$ cat src/rtl/board_memory_if.sv
// board_memory_if
//   Bundles every non-clock signal between the game controller/renderer side
//   (master) and the board store (slave).
//   restart, clear_changed      : board control from the controller
//   view_x, view_y, data_out_view : renderer read port
//   wr_req/wr_x/wr_y/wr_data/wr_ack : controller cell-write handshake
//   count_req/count_done/black_count/white_count : piece-count scan
//   board_ready, board_changed  : board status
interface board_memory_if;
   logic       restart;
   logic [2:0] view_x;
   logic [2:0] view_y;
   logic [3:0] data_out_view;
   logic       wr_req;
   logic [2:0] wr_x;
   logic [2:0] wr_y;
   logic [3:0] wr_data;
   logic       wr_ack;
   logic       count_req;
   logic       count_done;
   logic [6:0] black_count;
   logic [6:0] white_count;
   logic       board_ready;
   logic       board_changed;
   logic       clear_changed;

   modport master (
      output restart, view_x, view_y, wr_req, wr_x, wr_y, wr_data,
             count_req, clear_changed,
      input  data_out_view, wr_ack, count_done, black_count, white_count,
             board_ready, board_changed
   );

   modport slave (
      input  restart, view_x, view_y, wr_req, wr_x, wr_y, wr_data,
             count_req, clear_changed,
      output data_out_view, wr_ack, count_done, black_count, white_count,
             board_ready, board_changed
   );
endinterface

$ cat src/rtl/board_memory.sv
// board_memory
//   8x8 game board store (64 x 4-bit cells, address {y, x}).
//   Ports:
//     clk    : system clock
//     resetn : asynchronous active-low reset
//     bus    : board_memory_if.slave (view read, cell write handshake,
//              piece-count scan, ready/changed status)
//
//   state | meaning
//   INIT  | load the initial pattern, one cell per cycle, index 0..63
//   IDLE  | arbitrate restart > wr_req > count_req
//   WRITE | commit the requested cell, wr_ack high this cycle
//   COUNT | scan one cell per cycle, index 0..63, then publish totals
module board_memory #(
   parameter int         INIT_CYCLES = 64,
   parameter logic [3:0] EMPTY       = 4'd0,
   parameter logic [3:0] BLACK       = 4'd1,
   parameter logic [3:0] WHITE       = 4'd2
) (
   input logic          clk,
   input logic          resetn,
   board_memory_if.slave bus
);

   typedef enum logic [1:0] {INIT, IDLE, WRITE, COUNT} state_t;

   localparam logic [5:0] LAST_IDX = 6'(INIT_CYCLES - 1);

   state_t     state, state_nxt;
   logic [5:0] idx, idx_nxt;
   logic [3:0] cells [64];
   logic [3:0] view_q;
   logic [3:0] scan_cell;
   logic [6:0] black_acc, white_acc;
   logic [6:0] black_sum, white_sum;
   logic [6:0] black_q, white_q;
   logic       count_done_q;
   logic       changed_q;
   logic       changed_set;

   function automatic logic [3:0] init_cell(input logic [5:0] a);
      logic [2:0] x;
      logic [2:0] y;
      x = a[2:0];
      y = a[5:3];
      if ((x == 3'd3 && y == 3'd3) || (x == 3'd4 && y == 3'd4))
         return WHITE;
      else if ((x == 3'd4 && y == 3'd3) || (x == 3'd3 && y == 3'd4))
         return BLACK;
      else
         return EMPTY;
   endfunction

   always_ff @(posedge clk or negedge resetn) begin
      if (!resetn) begin
         state <= INIT;
         idx   <= 6'd0;
      end else begin
         state <= state_nxt;
         idx   <= idx_nxt;
      end
   end

   // A count_req still high while count_done is shown belongs to the scan
   // just finished, so it is not taken as a new request.
   always_comb begin
      state_nxt = state;
      idx_nxt   = idx;
      case (state)
         INIT: begin
            idx_nxt = idx + 6'd1;
            if (idx == LAST_IDX) state_nxt = IDLE;
         end
         IDLE: begin
            if (bus.restart) begin
               state_nxt = INIT;
               idx_nxt   = 6'd0;
            end else if (bus.wr_req) begin
               state_nxt = WRITE;
            end else if (bus.count_req && !count_done_q) begin
               state_nxt = COUNT;
               idx_nxt   = 6'd0;
            end
         end
         WRITE: state_nxt = IDLE;
         COUNT: begin
            idx_nxt = idx + 6'd1;
            if (idx == LAST_IDX) state_nxt = IDLE;
         end
         default: state_nxt = INIT;
      endcase
   end

   always_ff @(posedge clk or negedge resetn) begin
      if (!resetn) begin
         for (int i = 0; i < 64; i++) cells[i] <= EMPTY;
         view_q <= 4'd0;
      end else begin
         view_q <= cells[{bus.view_y, bus.view_x}];
         if (state == INIT)
            cells[idx] <= init_cell(idx);
         else if (state == WRITE)
            cells[{bus.wr_y, bus.wr_x}] <= bus.wr_data;
      end
   end

   assign scan_cell = cells[idx];
   assign black_sum = black_acc + {6'd0, scan_cell == BLACK};
   assign white_sum = white_acc + {6'd0, scan_cell == WHITE};

   always_ff @(posedge clk or negedge resetn) begin
      if (!resetn) begin
         black_acc    <= 7'd0;
         white_acc    <= 7'd0;
         black_q      <= 7'd0;
         white_q      <= 7'd0;
         count_done_q <= 1'b0;
      end else begin
         count_done_q <= 1'b0;
         if (state == IDLE && state_nxt == COUNT) begin
            black_acc <= 7'd0;
            white_acc <= 7'd0;
         end else if (state == COUNT) begin
            black_acc <= black_sum;
            white_acc <= white_sum;
            if (idx == LAST_IDX) begin
               black_q      <= black_sum;
               white_q      <= white_sum;
               count_done_q <= 1'b1;
            end
         end
      end
   end

   assign changed_set = (state == WRITE) || (state == INIT && idx == LAST_IDX);

   always_ff @(posedge clk or negedge resetn) begin
      if (!resetn)
         changed_q <= 1'b0;
      else if (changed_set)
         changed_q <= 1'b1;
      else if (bus.clear_changed)
         changed_q <= 1'b0;
   end

   assign bus.data_out_view = view_q;
   assign bus.wr_ack        = (state == WRITE);
   assign bus.count_done    = count_done_q;
   assign bus.black_count   = black_q;
   assign bus.white_count   = white_q;
   assign bus.board_ready   = (state != INIT);
   assign bus.board_changed = changed_q;

endmodule
$ cat src/flat_wrapper.sv
// flat-port wrapper written by rule: the top's interface ports become plain ports
module board_memory_flat 
#(
   parameter int         INIT_CYCLES = 64,
   parameter logic [3:0] EMPTY       = 4'd0,
   parameter logic [3:0] BLACK       = 4'd1,
   parameter logic [3:0] WHITE       = 4'd2
)
  (clk, resetn, bus_restart, bus_view_x, bus_view_y, bus_wr_req, bus_wr_x, bus_wr_y, bus_wr_data, bus_count_req, bus_clear_changed, bus_data_out_view, bus_wr_ack, bus_count_done, bus_black_count, bus_white_count, bus_board_ready, bus_board_changed);
  board_memory_if bus_i ();
  input logic clk;
  input logic resetn;
  input wire logic [$bits(bus_i.restart)-1:0] bus_restart;
  input wire logic [$bits(bus_i.view_x)-1:0] bus_view_x;
  input wire logic [$bits(bus_i.view_y)-1:0] bus_view_y;
  input wire logic [$bits(bus_i.wr_req)-1:0] bus_wr_req;
  input wire logic [$bits(bus_i.wr_x)-1:0] bus_wr_x;
  input wire logic [$bits(bus_i.wr_y)-1:0] bus_wr_y;
  input wire logic [$bits(bus_i.wr_data)-1:0] bus_wr_data;
  input wire logic [$bits(bus_i.count_req)-1:0] bus_count_req;
  input wire logic [$bits(bus_i.clear_changed)-1:0] bus_clear_changed;
  output wire logic [$bits(bus_i.data_out_view)-1:0] bus_data_out_view;
  output wire logic [$bits(bus_i.wr_ack)-1:0] bus_wr_ack;
  output wire logic [$bits(bus_i.count_done)-1:0] bus_count_done;
  output wire logic [$bits(bus_i.black_count)-1:0] bus_black_count;
  output wire logic [$bits(bus_i.white_count)-1:0] bus_white_count;
  output wire logic [$bits(bus_i.board_ready)-1:0] bus_board_ready;
  output wire logic [$bits(bus_i.board_changed)-1:0] bus_board_changed;
  assign bus_i.restart = bus_restart;
  assign bus_i.view_x = bus_view_x;
  assign bus_i.view_y = bus_view_y;
  assign bus_i.wr_req = bus_wr_req;
  assign bus_i.wr_x = bus_wr_x;
  assign bus_i.wr_y = bus_wr_y;
  assign bus_i.wr_data = bus_wr_data;
  assign bus_i.count_req = bus_count_req;
  assign bus_i.clear_changed = bus_clear_changed;
  assign bus_data_out_view = bus_i.data_out_view;
  assign bus_wr_ack = bus_i.wr_ack;
  assign bus_count_done = bus_i.count_done;
  assign bus_black_count = bus_i.black_count;
  assign bus_white_count = bus_i.white_count;
  assign bus_board_ready = bus_i.board_ready;
  assign bus_board_changed = bus_i.board_changed;
  board_memory #(.INIT_CYCLES(INIT_CYCLES), .EMPTY(EMPTY), .BLACK(BLACK), .WHITE(WHITE)) u_core (.clk(clk), .resetn(resetn), .bus(bus_i));
endmodule
$ cat config.mk
export PLATFORM = sky130hd
export DESIGN_NAME = board_memory_flat
export DESIGN_NICKNAME = d
export VERILOG_FILES = /design/src/rtl/board_memory_if.sv /design/src/rtl/board_memory.sv /design/src/flat_wrapper.sv
export SDC_FILE = /design/constraint.sdc
export NUM_CORES = 1
export LEC_CHECK = 0
export ABC_CLOCK_PERIOD_IN_PS = 4970
export CAP_MARGIN = 20
export CORE_ASPECT_RATIO = 1.4
export CORE_MARGIN = 2
export CORE_UTILIZATION = 53
export CTS_CLUSTER_DIAMETER = 120
export DETAILED_ROUTE_END_ITERATION = 8
export DONT_BUFFER_PORTS = 1
export PLACE_DENSITY = 0.68
export SETUP_SLACK_MARGIN = 0.2
export SLEW_MARGIN = 20
export SYNTH_ARGS = -nofsm -noshare
export SYNTH_HDL_FRONTEND = slang
export SYNTH_SLANG_ARGS = --single-unit
$ cat constraint.sdc
create_clock -name clk -period 4.97 [get_ports clk]
set_clock_uncertainty 0.15 [all_clocks]
set_input_delay 0.497 -clock clk [delete_from_list [all_inputs] [get_ports clk]]
set_output_delay 0.497 -clock clk [all_outputs]
set_load 0.01 [all_outputs]
# Word-level counts from Yosys, hierarchy flattened

Cells that the tools add are included.

Logic and storage cells: 155
Register bits: 298
Output and inout bits: 22

Eq/ne operators: 13
Mux-type cells: 35
Add/subtract/negate cells: 3
Bitwise gates (word level): 4
$lt $le $gt $ge: 5
Reductions and logical operators: 22

Operators with widths:

| kind                  | count |
|---|---|
| $bwmux W256           | 2 |
| $mux W256             | 2 |
| $bmux W4 S6           | 2 |
| $demux W4 S6          | 2 |
| $mux W4               | 8 |
| $mux W7               | 4 |
| $ge A7 B7 Y1 const B  | 3 |
| $not A6 Y7            | 3 |
| $mux W6               | 3 |
| $add A7 B1 Y7         | 2 |
| $lt A7 B1 Y1 const B  | 2 |
| $pmux W6 S2           | 1 |
| $reduce_bool A2 Y1    | 5 |
| $logic_and A1 B1 Y1   | 9 |
| $mux W2               | 4 |
| $add A6 B1 Y6 const B | 1 |
| $eq A2 B2 Y1 const B  | 3 |
| $eq A3 B2 Y1 const B  | 2 |
| $eq A3 B3 Y1 const B  | 2 |
| $eq A6 B6 Y1 const B  | 1 |
| $mux W1               | 6 |
| $pmux W2 S3           | 1 |
| $reduce_and A3 Y1     | 2 |
| $eq A4 B1 Y1 const B  | 1 |
| 9 further kinds       | 11 |

# Logic depth before layout (Yosys ltp)

Depth after elaboration: 10
Gate-level depth with buffers: 15
Gate-level depth less buffers: 12

# Least setup slack after synthesis

OpenSTA, ideal clock, no wires.

Kind: reg-to-reg
From: register u_core.idx[1]
To: register u_core.black_q[6] (netlist: u_core.bus.black_count[6])
Clock period less this slack: 3.290 ns
Data arrival time: 3.057 ns
Slack: 1.680 ns
Cell stages (with the launch flop): 14
Data required time: 4.737 ns
Path buffers: 1
Cell sequence: dfrtp_1 buf_6 mux4_2 mux4_2 nor2b_1 a31oi_1 nor3b_2 and4bb_1 ha_1 ha_1 and3_1 nand3_1 xor2_1 o21ai_0

Cells in the longest elaborated chain, start to end: 7
Elaborated cells between the ends (all ways): 13
Those cells by class: add/sub: 1; eq/ne: 3; mux: 5; bitwise: 2; reduce/logical: 2

RTL lines:

| what                                                                  | RTL line            | text |
|---|---|---|
| start, declared                                                       | board_memory.sv:30  | `logic [5:0] idx, idx_nxt;` |
| start signal, assigned                                                | board_memory.sv:60  | `idx <= idx_nxt;` |
| parallel branches: the longest is 7 deep, another holds $add A7 B1 Y7 | n/a                 |  |
| end signal, assigned                                                  | board_memory.sv:127 | `black_q <= black_sum;` |
| end, declared                                                         | board_memory.sv:36  | `logic [6:0] black_q, white_q;` |

Several ways; the timed one is not identified. The select of a mux whose other input is x is not followed.
A chain may end at the register's enable or synchronous reset.

# Final worst setup path

From: register u_core.idx[2]
To: register u_core.white_q[6] (netlist: u_core.bus.white_count[6])

Cells in the longest elaborated chain, start to end: 7
Elaborated cells between the ends (all ways): 13
Those cells by class: add/sub: 1; eq/ne: 3; mux: 5; bitwise: 2; reduce/logical: 2

RTL lines:

| what                                                                  | RTL line            | text |
|---|---|---|
| parallel branches: the longest is 7 deep, another holds $add A7 B1 Y7 | n/a                 |  |
| end signal, assigned                                                  | board_memory.sv:128 | `white_q <= white_sum;` |
| end, declared                                                         | board_memory.sv:36  |  |

Several ways; the timed one is not identified. The select of a mux whose other input is x is not followed.

==> flow_summary.yaml <==
sta:
  hold_viol: 298
  fin_ws_ns: 0.599
  final.setup.tns_ns: 0
  finalSetupViolCount: 0
  fmax_mhz: 229
  fin_crit_sh_pct: 87.9
  period_needed_ns: 4.37
  finalMaxSlewViolations: 0
  relSlewSlack_pct: 24.0
  whs_ns: -0.545
  rsz0062_at_grt: "no"
  worstMarginPinSlew_ns: 1.13
worst_setup_path:
  worstPathRequired_ns: 5.31
  cp-start-kind: "flop"
  path_class: "flop to flop"
  end_kind: "flop"
  crit_fanout: 33
  arrival_ns: 4.71
logic_synthesis:
  ys_seq_area_share_pct: 44.6
  synth-main-ff-cell: "dfrtp_1"
  synth-async-reset-ratio_pct: 100
  ys.warnings.count: 0
  avgSynthCellArea_um2: 10.3
  yosysTopAreaCell: "dfrtp_1"
  ys_ff_latch: 298
  syn-cell-area_um2: 16700
  syn_nets: 1659
  synth_cell_types: 71
  synth_top_area_share_pct: 44.6
  synth_edf_count: 0
  syn_inst: 1625
  ys_top_cells_by_area: "dfrtp_1, mux4_2, o31ai_1, nand2_1, nor2_1"
layout:
  area_growth_pct: 9.22
  fin_cells: 2019
  final_common_cell: "nand2_1"
  final_cell_mix: "nand2_1, dfrtp_1, o31ai_1"
  final_cell_area_um2: 18300
  drive_gt1_share_pct: 14.6
  nets: 1635
detailed_routing:
  viasPerCell: 7.18
  ant_nets: 0
  drt-pass1-iter-count: 5
  dr.first_iter.drc_count: 2093
  routed_wl_um: 58700
  avgRoutedWirePerCell_um: 29.1
  drc: 0
  vias: 14500
power:
  power.density_nw_per_um2: 388
  vdd_drop_max_mv: 0.255
  p_leak_uw: 0.00713
placed_design:
  place_congestion: 0.993
  place_ws_ns: 0.699
  dp.cells: 1954
  io_buffer_count: 0
  placed_cell_area_um2: 17200
  dpl.hpwl_um: 40200
floorplanning:
  fp.dieW_um: 154
  core_area_um2: 31300
  io-pin-count: 44
  dieArea_um2: 33000
  rows: 77
  start_util_pct: 53.4
  die_y_um: 214
clocking:
  numCtsBuffers: 30
  h-tree-depth: 1
  cts_root_buffer: "clkbuf_16"
  clk_latency_ns: 0.59
  cts_resized: 0
  cts_tree: "built"
  cts-hold-fix-buffers: 10
  postCtsSetupBuffers: 0
  cts_buffer_depth: 3
  cts.reportedPaths.clkPinSlew_ns: 0.06
  cts_sinks: 298
global_routing:
  grt_pass1_wl_um: 89100
  globalRouteOverflowTotal: 0
  grt_max_degree: 299
  antenna_found_initial: 3
  first_global_vias: 14100
  grt_usage_pct: 35.7
status:
  violations: "negative hold slack"
  outcome: "complete, but fails checks"
run:
  cap_violations: 0
min_path:
  hp-class: "input pin to async pin"
power by group:
part           total, µW  switching (µW)  internal (µW)  leakage, µW
sequential          2760             215           2550      0.00406
clock               2320             997           1320     0.000488
combinational       1990            1350            645      0.00258
total               7080            2560           4520      0.00713
layer usage:
metal	GRT usage (%)	up-vias	routed length, µm
li1	-	6152	-
met1	45.1	7064	21100
met2	54.7	963	26300
met3	7.56	318	6070
met4	25.5	2	5230
met5	0	-	10
sequential cells by signal, indices dropped and copies added (netlist names):
name	cells
u_core.cells	256
u_core.black_acc	7
u_core.bus.black_count	7
u_core.bus.white_count	7
u_core.white_acc	7
u_core.idx	6
u_core.bus.data_out_view	4
u_core.state	2
u_core.bus.board_changed	1
u_core.bus.count_done	1
logic make-up (layout without fill, tap and decap cells):
logic type / after synthesis / count (layout) / synth area share [%]
AND/OR/NAND/NOR: 560 / 560 / 14.6
AO/OA/AOI/OAI: 477 / 477 / 20.4
flip-flops: 298 / 298 / 44.6
multiplexers: 132 / 132 / 15.2
buffers and inverters: 126 / 123 / 3.26
XOR/XNOR: 20 / 20 / 1.05
adder cells (fa/ha/maj): 12 / 12 / 0.898
other: 0 / 2 / 0
critical path: stages (launching register included):
cell	delay [ns]
dfrtp_2	0.72
buf_4	0.46
mux2_2	0.39
a221o_1	0.29
o31a_1	0.10
o211ai_1	0.28
o211ai_1	0.23
nor4_1	0.41
buf_4	0.21
ha_1	0.17
ha_1	0.20
and3_1	0.25
nand3_1	0.11
xor2_1	0.15
o21ai_0	0.14
area by class of cell:
class	instances	area, µm²
multi-input combinational	1201	8780
clock inverter	10	103
timing repair buffer	58	498
clock buffer	43	881
fill	2586	13000
tap	395	494
antenna	2	5.00
sequential	298	7460
inverter	12	45.0
stage by stage:
stage | utilization (%) | hold slack [ns] | power, µW
finish | 58.3 | -0.545 | 7080
global route | 58.3 | -0.544 | 7280
CTS | 58.3 | -0.545 | 7020
detailed placement | 54.8 | 0.0634 | 4710
global placement | 54.8 | 0.0648 | 4690
floorplan | - | 0.0514 | 3970
synthesized netlist by cell type, types with 5 or more instances:
library cell / n
a21oi_1: 62
a221o_1: 15
a221oi_1: 15
a22oi_1: 13
a31oi_1: 8
a32oi_1: 17
and3_1: 10
and3b_1: 7
buf_1: 15
buf_2: 23
buf_6: 5
clkbuf_1: 69
dfrtp_1: 298
ha_1: 12
inv_1: 10
mux2_2: 23
mux2i_1: 13
mux4_2: 92
nand2_1: 339
nand2b_1: 6
nand3_1: 15
nand4_1: 9
nor2_1: 108
nor2b_1: 8
nor3_1: 18
nor3b_1: 9
nor3b_2: 6
o211ai_1: 15
o21ai_0: 62
o221ai_1: 9
o31ai_1: 215
xnor2_1: 6
xor2_1: 14
final timing paths:
check                                                  start                                    end  slack (ns)  cells past startpoint
worst max-delay path               u_core.idx[2]$_DFFE_PN0P_  u_core.bus.white_count[6]$_DFFE_PN0P_        0.60                     14
worst min-delay path                                  resetn          u_core.cells[236]$_DFFE_PN0P_       -0.54                      0
worst max register to register     u_core.idx[2]$_DFFE_PN0P_  u_core.bus.white_count[6]$_DFFE_PN0P_        0.60                     14
worst min register to register  u_core.cells[87]$_DFFE_PN0P_           u_core.cells[87]$_DFFE_PN0P_        0.35                      2
max in group asynchronous                             resetn          u_core.cells[132]$_DFFE_PN0P_        4.52                      0
min in group clk                                 bus_restart              u_core.state[1]$_DFF_PN0_        0.03                      3
No activity file was read; power rests on OpenSTA's default activity.
